<file path="config.mk">
export PLATFORM = sky130hd
export DESIGN_NAME = mem_stage_lsu
export DESIGN_NICKNAME = d
export VERILOG_FILES = /design/src/rtl/mem_stage_lsu.sv
export SDC_FILE = /design/constraint.sdc
export NUM_CORES = 1
export LEC_CHECK = 0
export BUFFER_PORTS_ARGS = -buffer_cell sky130_fd_sc_hd__buf_2
export CORE_MARGIN = 2
export CORE_UTILIZATION = 56
export CTS_CLUSTER_DIAMETER = 120
export DETAILED_ROUTE_END_ITERATION = 12
export GPL_TIMING_DRIVEN = 0
export PLACE_DENSITY = 0.79
export SYNTH_ARGS = -nofsm -noshare
export SYNTH_HDL_FRONTEND = slang
export SYNTH_SLANG_ARGS = --single-unit
</file>
<file path="constraint.sdc">
create_clock -name clk -period 5.9 [get_ports clk]
set_input_delay 0.59 -clock clk [delete_from_list [all_inputs] [get_ports clk]]
set_output_delay 0.59 -clock clk [all_outputs]
set_load 0.01 [all_outputs]
</file>
<file path="src/rtl/mem_stage_lsu.sv">
// Memory stage for the veriRISCV pipeline. It formats load data, waits for
// variable-latency load responses while stalling upstream, faults a load
// that never gets a response, and throws away orphaned responses left
// behind by a flush or a timeout.
module mem_stage_lsu #(
  parameter int XLEN    = 32,
  parameter int TIMEOUT = 16,
  parameter int CNT_W   = $clog2(TIMEOUT + 1)
) (
  input  logic            clk,
  input  logic            rst_n,
  input  logic            stall_in,
  input  logic            flush,
  input  logic            ex_valid,
  input  logic            ex_reg_write,
  input  logic            ex_mem_read,
  input  logic [2:0]      ex_funct3,
  input  logic [4:0]      ex_rd,
  input  logic [XLEN-1:0] ex_pc,
  input  logic [XLEN-1:0] ex_alu_out,
  input  logic            lsu_readdatavalid,
  input  logic [XLEN-1:0] lsu_readdata,
  output logic            mem_busy,
  output logic            wb_valid,
  output logic            wb_reg_write,
  output logic [4:0]      wb_rd,
  output logic [XLEN-1:0] wb_pc,
  output logic [XLEN-1:0] wb_writedata,
  output logic            wb_exc_load_fault
);

  localparam int OFF_W = $clog2(XLEN / 8);

  typedef enum logic [1:0] {S_IDLE, S_WAIT, S_DONE} state_t;

  state_t           state_q, state_d;
  logic [CNT_W-1:0] cnt_q, cnt_d;
  logic             drop_pending_q, drop_pending_d;

  // Load being waited on; EX/MEM is stalled anyway, but a private copy keeps
  // the formatting independent of what upstream presents meanwhile.
  logic [2:0]       pend_funct3_q, pend_funct3_d;
  logic [OFF_W-1:0] pend_off_q, pend_off_d;
  logic [4:0]       pend_rd_q, pend_rd_d;
  logic [XLEN-1:0]  pend_pc_q, pend_pc_d;
  logic             pend_reg_write_q, pend_reg_write_d;

  // Completed result parked while the downstream stage is stalled.
  logic             hold_reg_write_q, hold_reg_write_d;
  logic [4:0]       hold_rd_q, hold_rd_d;
  logic [XLEN-1:0]  hold_pc_q, hold_pc_d;
  logic [XLEN-1:0]  hold_data_q, hold_data_d;
  logic             hold_fault_q, hold_fault_d;

  // MEM/WB pipeline register.
  logic             wb_valid_q, wb_valid_d;
  logic             wb_reg_write_q, wb_reg_write_d;
  logic [4:0]       wb_rd_q, wb_rd_d;
  logic [XLEN-1:0]  wb_pc_q, wb_pc_d;
  logic [XLEN-1:0]  wb_data_q, wb_data_d;
  logic             wb_fault_q, wb_fault_d;

  // Result that finishes this cycle (load data or timeout fault).
  logic             complete;
  logic             res_reg_write;
  logic [4:0]       res_rd;
  logic [XLEN-1:0]  res_pc;
  logic [XLEN-1:0]  res_data;
  logic             res_fault;

  logic is_load;
  logic resp_live;
  logic resp_drop;

  // Select the addressed byte lane and extend to XLEN; LD/LWU exist only on RV64.
  function automatic logic [XLEN-1:0] fmt_load(input logic [2:0]       f3,
                                               input logic [OFF_W-1:0] off,
                                               input logic [XLEN-1:0]  word);
    logic [XLEN-1:0] sh;
    sh = word >> {off, 3'b000};
    fmt_load = '0;
    case (f3)
      3'b000: fmt_load = XLEN'($signed(sh[7:0]));
      3'b001: fmt_load = XLEN'($signed(sh[15:0]));
      3'b010: fmt_load = XLEN'($signed(sh[31:0]));
      3'b011: if (XLEN == 64) fmt_load = sh;
      3'b100: fmt_load = XLEN'(sh[7:0]);
      3'b101: fmt_load = XLEN'(sh[15:0]);
      3'b110: if (XLEN == 64) fmt_load = XLEN'(sh[31:0]);
      default: fmt_load = '0;
    endcase
  endfunction

  assign is_load   = ex_valid & ex_mem_read;
  assign resp_live = lsu_readdatavalid & ~drop_pending_q;
  assign resp_drop = lsu_readdatavalid & drop_pending_q;

  // Upstream stall: busy while a load is in flight or a new load lacks its data.
  assign mem_busy = (state_q != S_IDLE) | (is_load & ~resp_live);

  // Next-state, orphan tracking and MEM/WB update.
  always_comb begin
    state_d          = state_q;
    cnt_d            = cnt_q;
    drop_pending_d   = drop_pending_q;
    pend_funct3_d    = pend_funct3_q;
    pend_off_d       = pend_off_q;
    pend_rd_d        = pend_rd_q;
    pend_pc_d        = pend_pc_q;
    pend_reg_write_d = pend_reg_write_q;
    hold_reg_write_d = hold_reg_write_q;
    hold_rd_d        = hold_rd_q;
    hold_pc_d        = hold_pc_q;
    hold_data_d      = hold_data_q;
    hold_fault_d     = hold_fault_q;
    wb_valid_d       = wb_valid_q;
    wb_reg_write_d   = wb_reg_write_q;
    wb_rd_d          = wb_rd_q;
    wb_pc_d          = wb_pc_q;
    wb_data_d        = wb_data_q;
    wb_fault_d       = wb_fault_q;
    complete         = 1'b0;
    res_reg_write    = 1'b0;
    res_rd           = '0;
    res_pc           = '0;
    res_data         = '0;
    res_fault        = 1'b0;

    // An orphaned response is swallowed here, whatever state we are in.
    if (resp_drop) drop_pending_d = 1'b0;

    case (state_q)
      S_IDLE: begin
        if (is_load) begin
          if (resp_live) begin
            complete      = 1'b1;
            res_reg_write = ex_reg_write;
            res_rd        = ex_rd;
            res_pc        = ex_pc;
            res_data      = fmt_load(ex_funct3, ex_alu_out[OFF_W-1:0], lsu_readdata);
          end else begin
            state_d          = S_WAIT;
            cnt_d            = '0;
            pend_funct3_d    = ex_funct3;
            pend_off_d       = ex_alu_out[OFF_W-1:0];
            pend_rd_d        = ex_rd;
            pend_pc_d        = ex_pc;
            pend_reg_write_d = ex_reg_write;
            if (!stall_in) begin
              wb_valid_d     = 1'b0;
              wb_reg_write_d = 1'b0;
              wb_fault_d     = 1'b0;
            end
          end
        end else if (!stall_in) begin
          wb_valid_d     = ex_valid;
          wb_reg_write_d = ex_valid & ex_reg_write;
          wb_rd_d        = ex_rd;
          wb_pc_d        = ex_pc;
          wb_data_d      = ex_alu_out;
          wb_fault_d     = 1'b0;
        end
      end
      S_WAIT: begin
        cnt_d = cnt_q + 1'b1;
        if (resp_live) begin
          complete      = 1'b1;
          res_reg_write = pend_reg_write_q;
          res_rd        = pend_rd_q;
          res_pc        = pend_pc_q;
          res_data      = fmt_load(pend_funct3_q, pend_off_q, lsu_readdata);
        end else if (cnt_q == CNT_W'(TIMEOUT - 1)) begin
          // The response may still turn up later; mark it as an orphan.
          complete       = 1'b1;
          res_rd         = pend_rd_q;
          res_pc         = pend_pc_q;
          res_fault      = 1'b1;
          drop_pending_d = 1'b1;
        end else if (!stall_in) begin
          wb_valid_d     = 1'b0;
          wb_reg_write_d = 1'b0;
          wb_fault_d     = 1'b0;
        end
      end
      S_DONE: begin
        if (!stall_in) begin
          state_d        = S_IDLE;
          wb_valid_d     = 1'b1;
          wb_reg_write_d = hold_reg_write_q;
          wb_rd_d        = hold_rd_q;
          wb_pc_d        = hold_pc_q;
          wb_data_d      = hold_data_q;
          wb_fault_d     = hold_fault_q;
        end
      end
      default: state_d = S_IDLE;
    endcase

    if (complete) begin
      if (stall_in) begin
        state_d          = S_DONE;
        hold_reg_write_d = res_reg_write;
        hold_rd_d        = res_rd;
        hold_pc_d        = res_pc;
        hold_data_d      = res_data;
        hold_fault_d     = res_fault;
      end else begin
        state_d        = S_IDLE;
        wb_valid_d     = 1'b1;
        wb_reg_write_d = res_reg_write;
        wb_rd_d        = res_rd;
        wb_pc_d        = res_pc;
        wb_data_d      = res_data;
        wb_fault_d     = res_fault;
      end
    end

    // Flush wins; a load killed while waiting leaves its response outstanding.
    if (flush) begin
      state_d        = S_IDLE;
      wb_valid_d     = 1'b0;
      wb_reg_write_d = 1'b0;
      wb_fault_d     = 1'b0;
      if (state_q == S_WAIT && !resp_live) drop_pending_d = 1'b1;
    end
  end

  // FSM state, timeout counter and orphan flag.
  always_ff @(posedge clk or negedge rst_n) begin
    if (!rst_n) begin
      state_q        <= S_IDLE;
      cnt_q          <= '0;
      drop_pending_q <= 1'b0;
    end else begin
      state_q        <= state_d;
      cnt_q          <= cnt_d;
      drop_pending_q <= drop_pending_d;
    end
  end

  // Pending-load copy, hold buffer and MEM/WB register.
  always_ff @(posedge clk or negedge rst_n) begin
    if (!rst_n) begin
      pend_funct3_q    <= '0;
      pend_off_q       <= '0;
      pend_rd_q        <= '0;
      pend_pc_q        <= '0;
      pend_reg_write_q <= 1'b0;
      hold_reg_write_q <= 1'b0;
      hold_rd_q        <= '0;
      hold_pc_q        <= '0;
      hold_data_q      <= '0;
      hold_fault_q     <= 1'b0;
      wb_valid_q       <= 1'b0;
      wb_reg_write_q   <= 1'b0;
      wb_rd_q          <= '0;
      wb_pc_q          <= '0;
      wb_data_q        <= '0;
      wb_fault_q       <= 1'b0;
    end else begin
      pend_funct3_q    <= pend_funct3_d;
      pend_off_q       <= pend_off_d;
      pend_rd_q        <= pend_rd_d;
      pend_pc_q        <= pend_pc_d;
      pend_reg_write_q <= pend_reg_write_d;
      hold_reg_write_q <= hold_reg_write_d;
      hold_rd_q        <= hold_rd_d;
      hold_pc_q        <= hold_pc_d;
      hold_data_q      <= hold_data_d;
      hold_fault_q     <= hold_fault_d;
      wb_valid_q       <= wb_valid_d;
      wb_reg_write_q   <= wb_reg_write_d;
      wb_rd_q          <= wb_rd_d;
      wb_pc_q          <= wb_pc_d;
      wb_data_q        <= wb_data_d;
      wb_fault_q       <= wb_fault_d;
    end
  end

  assign wb_valid          = wb_valid_q;
  assign wb_reg_write      = wb_reg_write_q;
  assign wb_rd             = wb_rd_q;
  assign wb_pc             = wb_pc_q;
  assign wb_writedata      = wb_data_q;
  assign wb_exc_load_fault = wb_fault_q;

endmodule

</file>
### After elaboration in Yosys (flattened, before gate mapping)

Cells that the tools add are included.

* reductions and logical operators: 11
* $add $sub $neg: 1
* equal/unequal tests: 17
* multiplexer cells: 93
* shift operators: 2
* bitwise logic cells: 8

Operator list (count)
* 32-bit two-way mux: 17
* 32-bit case mux with 5 select lines: 2
* 32-bit case mux with 2 select lines: 4
* 32-bit by 5-bit >> shifter with 32-bit output: 2
* 5-bit two-way mux: 11
* 1-bit two-way mux: 44
* 5-bit case mux with 2 select lines: 3
* 3-bit equality test, second input constant: 4
* 2-bit two-way mux: 6
* 4-bit inequality test, second input constant: 3
* 1-bit case mux with 3 select lines: 3
* 3-bit by 1-bit equality test with 1-bit output, second input constant: 2
* 3-bit by 2-bit equality test with 1-bit output, second input constant: 2
* 3-bit logical NOT: 2
* 2-bit case mux with 3 select lines: 1
* 3-bit AND reduction: 2
* 5-bit by 1-bit adder with 5-bit output, second input constant: 1
* 1-bit AND: 5
* 5-bit by 4-bit equality test with 1-bit output, second input constant: 1
* 2-bit inequality test, second input constant: 2
* 1-bit case mux with 2 select lines: 2
* 4-bit AND reduction: 1
* 2-bit nonzero test: 2
* 3-bit inequality test, second input constant: 1
* 8 further kinds: 9

* output and inout bits: 73
* register bits: 194
* word-level logic and storage cells: 151
* bits of input ports: 112

### Depth between registers and ports, before layout

Gate-level depths: netlist of run 1.

* word-level depth: 8
* depth in mapped cells: 10
* depth with buffers taken out: 8

### Worst setup path after synthesis of run 1

OpenSTA, ideal clock, no wires.

* path kind: reg2reg
* start: register cnt_q[0]
* end: register wb_data_q[2] (netlist: wb_writedata[2])
* setup slack: 3820 ps
* data required time: 5781 ps
* buffers on the path: 1
* setup time: 119 ps
* clock period less this slack: 2080 ps
* arrival time: 1961 ps
* cell stages (with the launch flop): 9
* cell sequence: dfrtp_1 -> ha_1 -> and3_1 -> ha_1 -> o21ai_2 -> a21oi_2 -> buf_2 -> a221o_1 -> o21a_1

* longest elaborated chain between the ends: 5

RTL lines
* from (decl): RTL line 37 `logic [CNT_W-1:0] cnt_q, cnt_d;`
* from (signal assigned): RTL line 236 `cnt_q <= cnt_d;`
* 5-bit by 4-bit equality test with 1-bit output: RTL line 172 `end else if (cnt_q == CNT_W'(TIMEOUT - 1)) begin`
* 1-bit two-way mux: RTL line 172
* 1-bit two-way mux: RTL line 166 `if (resp_live) begin`
* 1-bit case mux with 2 select lines: RTL line 132 `case (state_q)`
* 32-bit two-way mux: RTL line 199 `if (complete) begin`
* via wb_data_d[2]: RTL line 60 `logic [XLEN-1:0] wb_data_q, wb_data_d;`
* to (signal assigned): RTL line 275 `wb_data_q <= wb_data_d;`
* to (decl): RTL line 60

The timed path passes the listed nets, and every way through them passes these cells.
A chain may end at the register's enable or synchronous reset.

### Worst setup path after layout of run 1

* start: register state_q[1]
* end: output port mem_busy

* longest elaborated chain between the ends: 2

RTL lines
* from (decl): RTL line 36 `state_t state_q, state_d;`
* from (signal assigned): RTL line 235 `state_q <= state_d;`
* 2-bit nonzero test: RTL line 99 `assign mem_busy = (state_q != S_IDLE) | (is_load & ~resp_live);`
* 1-bit OR: RTL line 99
* to (decl): RTL line 23 `output logic mem_busy,`

No other way between the ends.

==> metrics.yaml, run 1 <==
drt_wl_total_mm: 38.60
ant_nets: 0
yosysTopAreaCell: "dfrtp_1"
critPathKind: "flip-flop to primary output"
path_clk_slew_ns: 0.08
syn_avg_cell_area_sq_um: 9.595
layout_commonest_cell: "buf_2"
synthesis.nets: 1322
yosys.area_share.simple_pct: 12.53
finalSetupViolations: 0
wl_per_cell_microns: 22.81
dp_hpwl_mm: 27.44
tightest_slew_ns: 0.8670
syn_to_final_growth_pct: 16.30
die_x_microns: 147.9
seqCellArea_sq_mm: 0.004855
synthCells: 1208
dr.pass1.iters: 5
fin_crit_sh_pct: 48.76
die_h_microns: 147.9
syn-cell-area_sq_mm: 0.01159
cp_cell_sequence: "buf_4, clkbuf_1, clkbuf_1, nor2_1, nand2_1, buf_2"
ys_seq_area_share_pct: 41.88
max_freq_mhz: 347.6
critPathCaptureType: "primary output"
synth_xor_area_share_pct: 0.07556
setup_tns_ns: 0
rsz0062_at_grt: "false"
final_cell_mix: "buf_2 (221), dfrtp_1 (194), o21ai_0 (123)"
drive_gt1_share_pct: 28.20
hold_slack_ns: 0.1061
synth_edf_count: 0
place.gp.congestion: 1.012
crit_top_cell: "clkbuf_1"
max_cap_violations: 0
skew_ns: 0.01902
yosys-top-cells-area: "dfrtp_1 (42%), mux2_2 (9.6%), o21ai_0 (5.3%)"
numCtsBuffers: 17
grt_max_degree: 121
synth_top_cell_area_share_pct: 41.88
peakVddDrop_uv: 228.3
yosysUniqueCellTypes: 65
power.leakage_nw: 5.689
dr_total_vias: 11190
cts.sinks: 194
required_ns: 5.31
slowest_stage: "clkbuf_1"
cts_hold_repair.buffers: 0
fp.dieArea_sq_mm: 0.02187
diodes: 0
power.density_mw_per_mm2: 323.1
synth-seq-cells: 194
fin_nets: 1523
critPathLaunchType: "flip-flop"
drtIter0Drc: 1130
io_pins: 185
synthAdderAreaFrac_pct: 0.3022
fillCellCount: 1688
status: "completed"
cts_tree: "done"
slew_viol_final: 0
grt_pass1_vias: 10760
cts_root_buf: "clkbuf_16"
ys.flop_type: "dfrtp_1"
max_stage_delay_ns: 0.50
worstPathMaxFanout: 10
relSlewSlack_pct: 42.20
antenna_found_initial: 0
cts_buffer_depth: 2
crit_buf_inv: 4
multi_input_area_sq_mm: 0.006081
hp-class: "input pin to async pin"
min_period_ns: 2.877
fin_util_pct: 66.41
cts-resized-gates: 0
hold_violations: 0
grt_usage_pct: 35.16
htree_num_levels: 4
yosys_warnings: 0
dp.cells: 1660
port_buffers: 181
final-instance-count-excl-fill: 1692
synth_mux_area_share_pct: 14.16
clk_latency_ns: 0.44
drcViolationCount: 0
cts_setup_buffers: 0
grt_pass1_wl_mm: 59.80
cp_top_family: "buffers and inverters"
core_area_sq_mm: 0.02030
cp.arrival_ns: 2.29
fp-row-count: 52
overflow: 0
start_util_pct: 57.10
synth_compound_area_share_pct: 25.39
synthArstFlopShare_pct: 100.0
vias_per_cell: 6.616
synth_top_family_by_area: "compound AO/OA/AOI/OAI gates"
-- stage by stage --
step | total power, mW | instance area, sq um | worst slack [ns]
after detailed placement | 3.129 | 12870 | 3.199
after floorplan | 2.654 | 11590 | 3.820
after global placement | 3.084 | 12830 | 0.9354
after global routing | 4.556 | 13480 | 2.913
after CTS | 4.331 | 13480 | 3.066
final | 4.355 | 13480 | 3.023
-- registers in the layout, summed over array words and instances (netlist names), 2 cells and up --
name	cells
pend_funct3_q	3
pend_pc_q	32
wb_pc	32
state_q	2
hold_data_q	32
wb_rd	5
wb_writedata	32
pend_rd_q	5
hold_pc_q	32
hold_rd_q	5
pend_off_q	2
cnt_q	5
-- cells by family after synthesis --
group           count (synthesis)
compound gates                423
xor+xnor                        1
fa+ha+maj                       3
buf+inv                       133
flops                         194
mux                           150
simple gates                  304
-- cell usage after synthesis (5+ instances only) --
| cell type | instances |
|---|---|
| a21oi_1 | 48 |
| a221o_1 | 7 |
| a22oi_1 | 44 |
| a2bb2oi_1 | 7 |
| a31oi_1 | 5 |
| and2_1 | 8 |
| buf_1 | 5 |
| buf_2 | 41 |
| buf_4 | 22 |
| clkbuf_1 | 48 |
| dfrtp_1 | 194 |
| inv_1 | 14 |
| mux2_2 | 99 |
| mux2i_1 | 47 |
| nand2_1 | 79 |
| nand2b_1 | 6 |
| nand3_1 | 13 |
| nand4_1 | 8 |
| nor2_1 | 78 |
| nor2b_1 | 16 |
| nor3_1 | 75 |
| o211ai_1 | 32 |
| o21a_1 | 8 |
| o21ai_0 | 123 |
| o21ai_1 | 5 |
| o221ai_1 | 69 |
| o22a_1 | 37 |
| o22ai_1 | 11 |
-- final cells by class --
class                           instances  share of cell area, %
Sequential cell                       194                  36.01
Inverter                               14                 0.3898
Timing Repair Buffer                  182                  6.998
Multi-Input combinational cell        881                  45.11
Tap cell                              270                  2.506
Buffer                                119                  4.474
Clock inverter                         14                  1.253
Clock buffer                           18                  3.258
-- routing by layer --
layer | routed length, microns | up-vias | GRT usage [%]
met1 | 16390 | 5530 | 50.87
li1 | - | 4982 | -
met5 | 0 | - | 0
met3 | 3606 | 83 | 6.759
met4 | 1126 | 0 | 12.33
met2 | 17480 | 599 | 53.28
-- where the power goes --
| part | switching (mW) | leakage (nW) | internal [mW] |
|---|---|---|---|
| clock | 0.564 | 0.298 | 0.652 |
| sequential | 0.221 | 2.38 | 1.64 |
| combinational | 0.705 | 3.01 | 0.577 |
| total | 1.49 | 5.69 | 2.87 |
-- final timing paths --
| check | from | endpoint | slack [ns] | cells past startpoint |
|---|---|---|---|---|
| setup / recovery | state_q[1] | mem_busy | 3.02 | 6 |
| hold / removal | rst_n | pend_pc_q[23] | 0.11 | 1 |
| setup reg to reg | state_q[1] | wb_writedata[10] | 3.34 | 5 |
| hold reg to reg | hold_rd_q[4] | hold_rd_q[4] | 0.49 | 2 |
| max in group asynchronous | rst_n | hold_data_q[29] | 4.80 | 2 |
| min in group clk | ex_pc[11] | pend_pc_q[11] | 0.41 | 2 |
Note: power is estimated with default switching activity, not from simulation.
==> inputs of run 2 (changes only) <==
Settings changed: CORE_UTILIZATION 56 to 52, PLACE_DENSITY 0.79 to 0.77.
Clock period 5.9 ns to 2.4 ns, I/O delays scaled along.
==> metrics.yaml, run 2 (synthesis results as in run 1) <==
cp_cell_sequence: "ha_1, and3_1, ha_2, inv_2, a21oi_4, o21ai_2, buf_6, buf_6, o221ai_1, o211ai_1"
clk_latency_ns: 0.45  # about the same
slowest_stage: "dfrtp_1"
start_util_pct: 53.11  # -4.0 points
overflow: 0  # unchanged
crit_top_cell: "buf_6"
port_buffers: 181  # unchanged
drtIter0Drc: 1299  # +15%
die_h_microns: 153.3  # +3.7%
power.leakage_nw: 5.723  # +0.60%
tightest_slew_ns: 0.8217  # -0.04526 ns
drt_wl_total_mm: 38.23  # -0.96%
hp-class: "input pin to flip-flop"
io_pins: 185  # unchanged
ff2ff_setup_slack_ns: 0.03  # -3.31 ns
hold_slack_ns: 0.04552  # -0.06056 ns
cp-endpoint: "wb_writedata[10]"
power.density_mw_per_mm2: 783.2  # +140%
path_clk_slew_ns: 0.07  # about the same
post-route-cell-area_sq_mm: 0.01356  # +0.60%
critPathLaunchType: "flip-flop"
r2r-start: "cnt_q[0]"
numCtsBuffers: 17  # unchanged
required_ns: 2.73  # -2.58 ns
wl_per_cell_microns: 22.39  # -1.8%
status: "completed"
layout_commonest_cell: "buf_2"
drive_gt1_share_pct: 28.96  # +0.76 points
drcViolationCount: 0  # unchanged
critPathCaptureType: "flip-flop"
vias_per_cell: 6.594  # -0.33%
max_stage_delay_ns: 0.43  # -0.07 ns
max_freq_mhz: 422.0
hold_violations: 0  # unchanged
fillCellCount: 1841  # +9.1%
dr.pass1.iters: 5  # unchanged
cts_root_buf: "clkbuf_16"
dr_total_vias: 11260  # +0.55%
core_area_sq_mm: 0.02182  # +7.5%
final_cell_mix: "buf_2 (218), dfrtp_1 (194), o21ai_0 (123)"
worstPathMaxFanout: 10  # unchanged
r2r_cells: 10  # +5
cts.sinks: 194  # unchanged
antenna_found_initial: 1  # +1
fp-row-count: 54  # +3.8%
cts_buffer_depth: 2  # unchanged
max_cap_violations: 0  # unchanged
grt_pass1_wl_mm: 59.86  # +0.12%
fp.dieArea_sq_mm: 0.02350  # +7.5%
fin_nets: 1528  # +0.33%
finalSetupViolations: 0  # unchanged
reg2reg_to: "wb_writedata[10]"
grt_usage_pct: 32.11  # -3.1 points
skew_ns: 0.01171  # -0.007306 ns
relSlewSlack_pct: 45.22  # +3.0 points
syn_to_final_growth_pct: 17.00
cp.arrival_ns: 2.70  # +0.41 ns
ant_nets: 0  # unchanged
post_dp_cell_area_sq_mm: 0.01288  # about the same
place.gp.congestion: 1.011  # about the same
grt_pass1_vias: 10800  # +0.38%
grt_max_degree: 107  # -12%
rsz0062_at_grt: "true"
die_x_microns: 153.3  # +3.7%
critPathKind: "flip-flop to flip-flop"
fin_crit_sh_pct: 98.74
slew_viol_final: 0  # unchanged
cts_tree: "done"
peakVddDrop_uv: 580.2  # +150%
htree_num_levels: 4  # unchanged
min_period_ns: 2.370
critPathLaunch: "cnt_q[0]"
dp_hpwl_mm: 27.16  # -1.0%
run 2: cell type report:
class                      count  area [sq um]  area share (%)
sequential                   194          4855           35.80
clock inverter                13         146.4           1.079
multi-input combinational    881          6117           45.11
tap                          280         350.3           2.583
inverter                      14         52.55          0.3875
antenna                        1         2.502         0.01845
buffer                       119         625.6           4.613
timing repair buffer         187         983.4           7.252
clock buffer                  18         429.2           3.164
run 2: power by group:
group | total (mW) | internal (mW) | switching (mW)
Sequential | 4.55 | 4.02 | 0.531
Clock | 2.89 | 1.47 | 1.42
Combinational | 3.18 | 1.43 | 1.75
Total | 10.6 | 6.92 | 3.70
run 2: per-stage QoR:
step	cells	power, mW	TNS (ns)	worst slack, ns	util [%]
floorplan	1208	6.525	0	0.3202	-
global placement	1669	7.558	-418.93	-2.183	58.87
detailed placement	1670	7.685	-0.3387	-0.06180	59.04
CTS	1702	10.55	0	0.02853	61.90
global route	1707	11.13	-0.02540	-0.02540	62.14
finish	1707	10.62	0	0.03027	62.14
run 2: how the worst min path moves through the flow:
stage,from,end,slack [ns],depth (start not counted)
after floorplan,rst_n,cnt_q[0],-0.06,0
after global placement,hold_fault_q,hold_fault_q,0.46,2
after detailed placement,rst_n,pend_pc_q[22],0.36,1
after CTS,flush,state_q[1],0.04,2
after global routing,flush,state_q[1],0.05,2
final,flush,state_q[1],0.05,2
run 2: what timing repair did:
item                                    in CTS  in global routing
resized for setup                           10                 13
hold buffers                                 1                  0
pin swaps                                    1                  2
endpoints found under the hold margin      105                  0
cloned                                       0                  0
endpoints found under the setup margin      46                 95
buffers inserted                             0                  4
run 2: worst max-delay path: cells and delay by family, from the launching register on:
kind,cells,cell delay (ns)
adders and majority gates,2,0.45
AOI/OAI and AO/OA,4,0.70
buffers and inverters,3,0.48
and+or+nand+nor,1,0.19
DFF,1,0.43
run 2: layer usage:
metal,track usage (%),part of all wire (%)
met4,13.76,3.6
met5,0,0
met1,45.62,42
met3,6.663,9.5
met2,47.75,45
==> inputs of run 3 (changes only) <==
==> constraint.sdc (replaced) <==
create_clock -name clk -period 2.4 [get_ports clk]
set_input_delay 0.12 -clock clk [delete_from_list [all_inputs] [get_ports clk]]
set_output_delay 0.12 -clock clk [all_outputs]
set_load 0.01 [all_outputs]
==> metrics.yaml, run 3 (synthesis results as in run 1) <==
syn_to_final_growth_pct: 20.32
hold_violations: 0  # unchanged
max_cap_violations: 0  # unchanged
cp_top_family: "compound AO/OA/AOI/OAI gates"
io_pins: 185  # unchanged
dr.pass1.iters: 6  # +1
peakVddDrop_uv: 581.1  # +0.16%
required_ns: 2.74  # about the same
relSlewSlack_pct: 45.79  # +0.58 points
place.gp.congestion: 1.011  # unchanged
crit_top_cell: "buf_6"
hold_depth: 3  # +1
wl_per_cell_microns: 22.37  # -0.11%
critPathLaunchType: "flip-flop"
overflow: 0  # unchanged
grt_pass1_vias: 11030  # +2.1%
post-route-cell-area_sq_mm: 0.01395  # +2.8%
vias_per_cell: 6.541  # -0.81%
r2r_cells: 10  # unchanged
port_buffers: 181  # unchanged
clk_latency_ns: 0.45  # about the same
critPathKind: "flip-flop to flip-flop"
drt_wl_total_mm: 39.06  # +2.2%
grt_usage_pct: 32.60  # +0.49 points
hold_slack_ns: 0.02237  # -0.02315 ns
die_x_microns: 153.3  # unchanged
dp.cells: 1670  # unchanged
drtIter0Drc: 1356  # +4.4%
path_clk_slew_ns: 0.07  # about the same
cp.arrival_ns: 2.71  # about the same
critPathCaptureType: "flip-flop"
grt_pass1_wl_mm: 60.86  # +1.7%
drive_gt1_share_pct: 28.12  # -0.84 points
r2r-start: "cnt_q[0]"
power.leakage_nw: 5.883  # +2.8%
core_area_sq_mm: 0.02182  # unchanged
cts_buffer_depth: 2  # unchanged
max_stage_delay_ns: 0.43  # about the same
grt_max_degree: 107  # unchanged
dr_total_vias: 11420  # +1.5%
tightest_slew_ns: 0.8131  # -0.008628 ns
slew_viol_final: 0  # unchanged
worstPathMaxFanout: 10  # unchanged
final_cell_mix: "buf_2 (218), dfrtp_1 (194), o21ai_0 (123)"
start_util_pct: 53.11  # unchanged
reg2reg_to: "wb_writedata[10]"
post_dp_cell_area_sq_mm: 0.01288  # unchanged
fp.dieArea_sq_mm: 0.02350  # unchanged
fp-row-count: 54  # unchanged
die_h_microns: 153.3  # unchanged
min_period_ns: 2.375  # +0.005649 ns
ff2ff_setup_slack_ns: 0.02  # about the same
htree_num_levels: 4  # unchanged
fin_ws_ns: 0.02462  # -0.005649 ns
fillCellCount: 1789  # -2.8%
cp_cell_sequence: "ha_1, and3_1, ha_2, inv_2, a21oi_4, o21ai_2, buf_6, buf_6, o221ai_1, o211ai_1"
crit_buf_inv: 3  # unchanged
power.density_mw_per_mm2: 766.2  # -2.2%
slowest_stage: "dfrtp_1"
rsz0062_at_grt: "true"
skew_ns: 0.01254  # +0.0008278 ns
min_to: "drop_pending_q"
drcViolationCount: 0  # unchanged
power.total_mw: 10.69  # +0.61%
ant_nets: 0  # unchanged
dp_hpwl_mm: 27.16  # unchanged
antenna_found_initial: 1  # unchanged
cts_root_buf: "clkbuf_16"
status: "completed"
finalSetupViolations: 0  # unchanged
dp_slack_ns: -0.06180  # unchanged
final-instance-count-excl-fill: 1746  # +2.3%
min_from: "lsu_readdatavalid"
cts_tree: "done"
numCtsBuffers: 17  # unchanged
fin_nets: 1567  # +2.6%
hp-class: "input pin to flip-flop"
fin_crit_sh_pct: 98.97  # +0.24 points
cts.sinks: 194  # unchanged
layout_commonest_cell: "buf_2"
max_freq_mhz: 421.0  # -0.24%
==> run 3: cell count changes in the layout (fill, tap and decap cells not counted) <==
cell	delta
dlygate4sd3_1	+39
clkbuf_1	+1
clkbuf_2	-1
nor2_2	+1
nor2_4	-1
==> run 3: worst max-delay path by stage <==
stage | startpoint | to | cells after the start
finish | cnt_q[0] | wb_writedata[10] | 10
CTS | state_q[0] | mem_busy | 6
floorplan | cnt_q[0] | wb_writedata[2] | 8
global placement | rst_n | wb_writedata[25] | 1
detailed placement | cnt_q[0] | hold_pc_q[10] | 10
global route | cnt_q[0] | wb_writedata[10] | 10
==> run 3: tightest hold or removal path: stages <==
cell and delay, ns:
buf_2 0.12, inv_1 0.05, maj3_1 0.15
==> run 3: metal layers <==
metal	part of all wire (%)	vias up	global-route usage [%]	routed length (microns)
li1	-	5073	-	-
met2	46	642	49.09	17780
met1	41	5606	45.85	16140
met3	9.5	99	6.549	3703
met4	3.7	0	14.15	1435
met5	0	-	0	0
==> run 3: what timing repair did <==
action                     CTS  global route
hold buffers                40             0
setup buffers                0             4
setup endpoints to repair   46            95
pin swaps                    1             2
hold endpoints to repair   148             0
gates resized for setup      9            12
==> run 3: final cells by class <==
cell class,count,area [sq um],share of cell area (%)
diodes,1,2.502,0.01794
plain buffers,119,624.3,4.477
clock buffers,18,429.2,3.077
clock inverters,13,146.4,1.050
inverters,14,52.55,0.3768
multi-input cells,881,6112,43.83
flip-flops and latches,194,4855,34.81
well taps,280,350.3,2.512
repair buffers,226,1374,9.851
==> run 3: power by group <==
part / switching, mW / internal, mW / leakage [nW]
Clock: 1.43 / 1.47 / 0.284
Combinational: 1.76 / 1.47 / 3.21
Sequential: 0.535 / 4.02 / 2.38
Total: 3.72 / 6.96 / 5.88
==> run 3: per-stage QoR <==
stage                     setup TNS [ns]  utilization (%)
final                                  0            63.90
after floorplan                        0                -
after global routing            -0.02541            63.90
after global placement           -395.65            58.87
after detailed placement         -0.3387            59.04
after CTS                              0            63.68
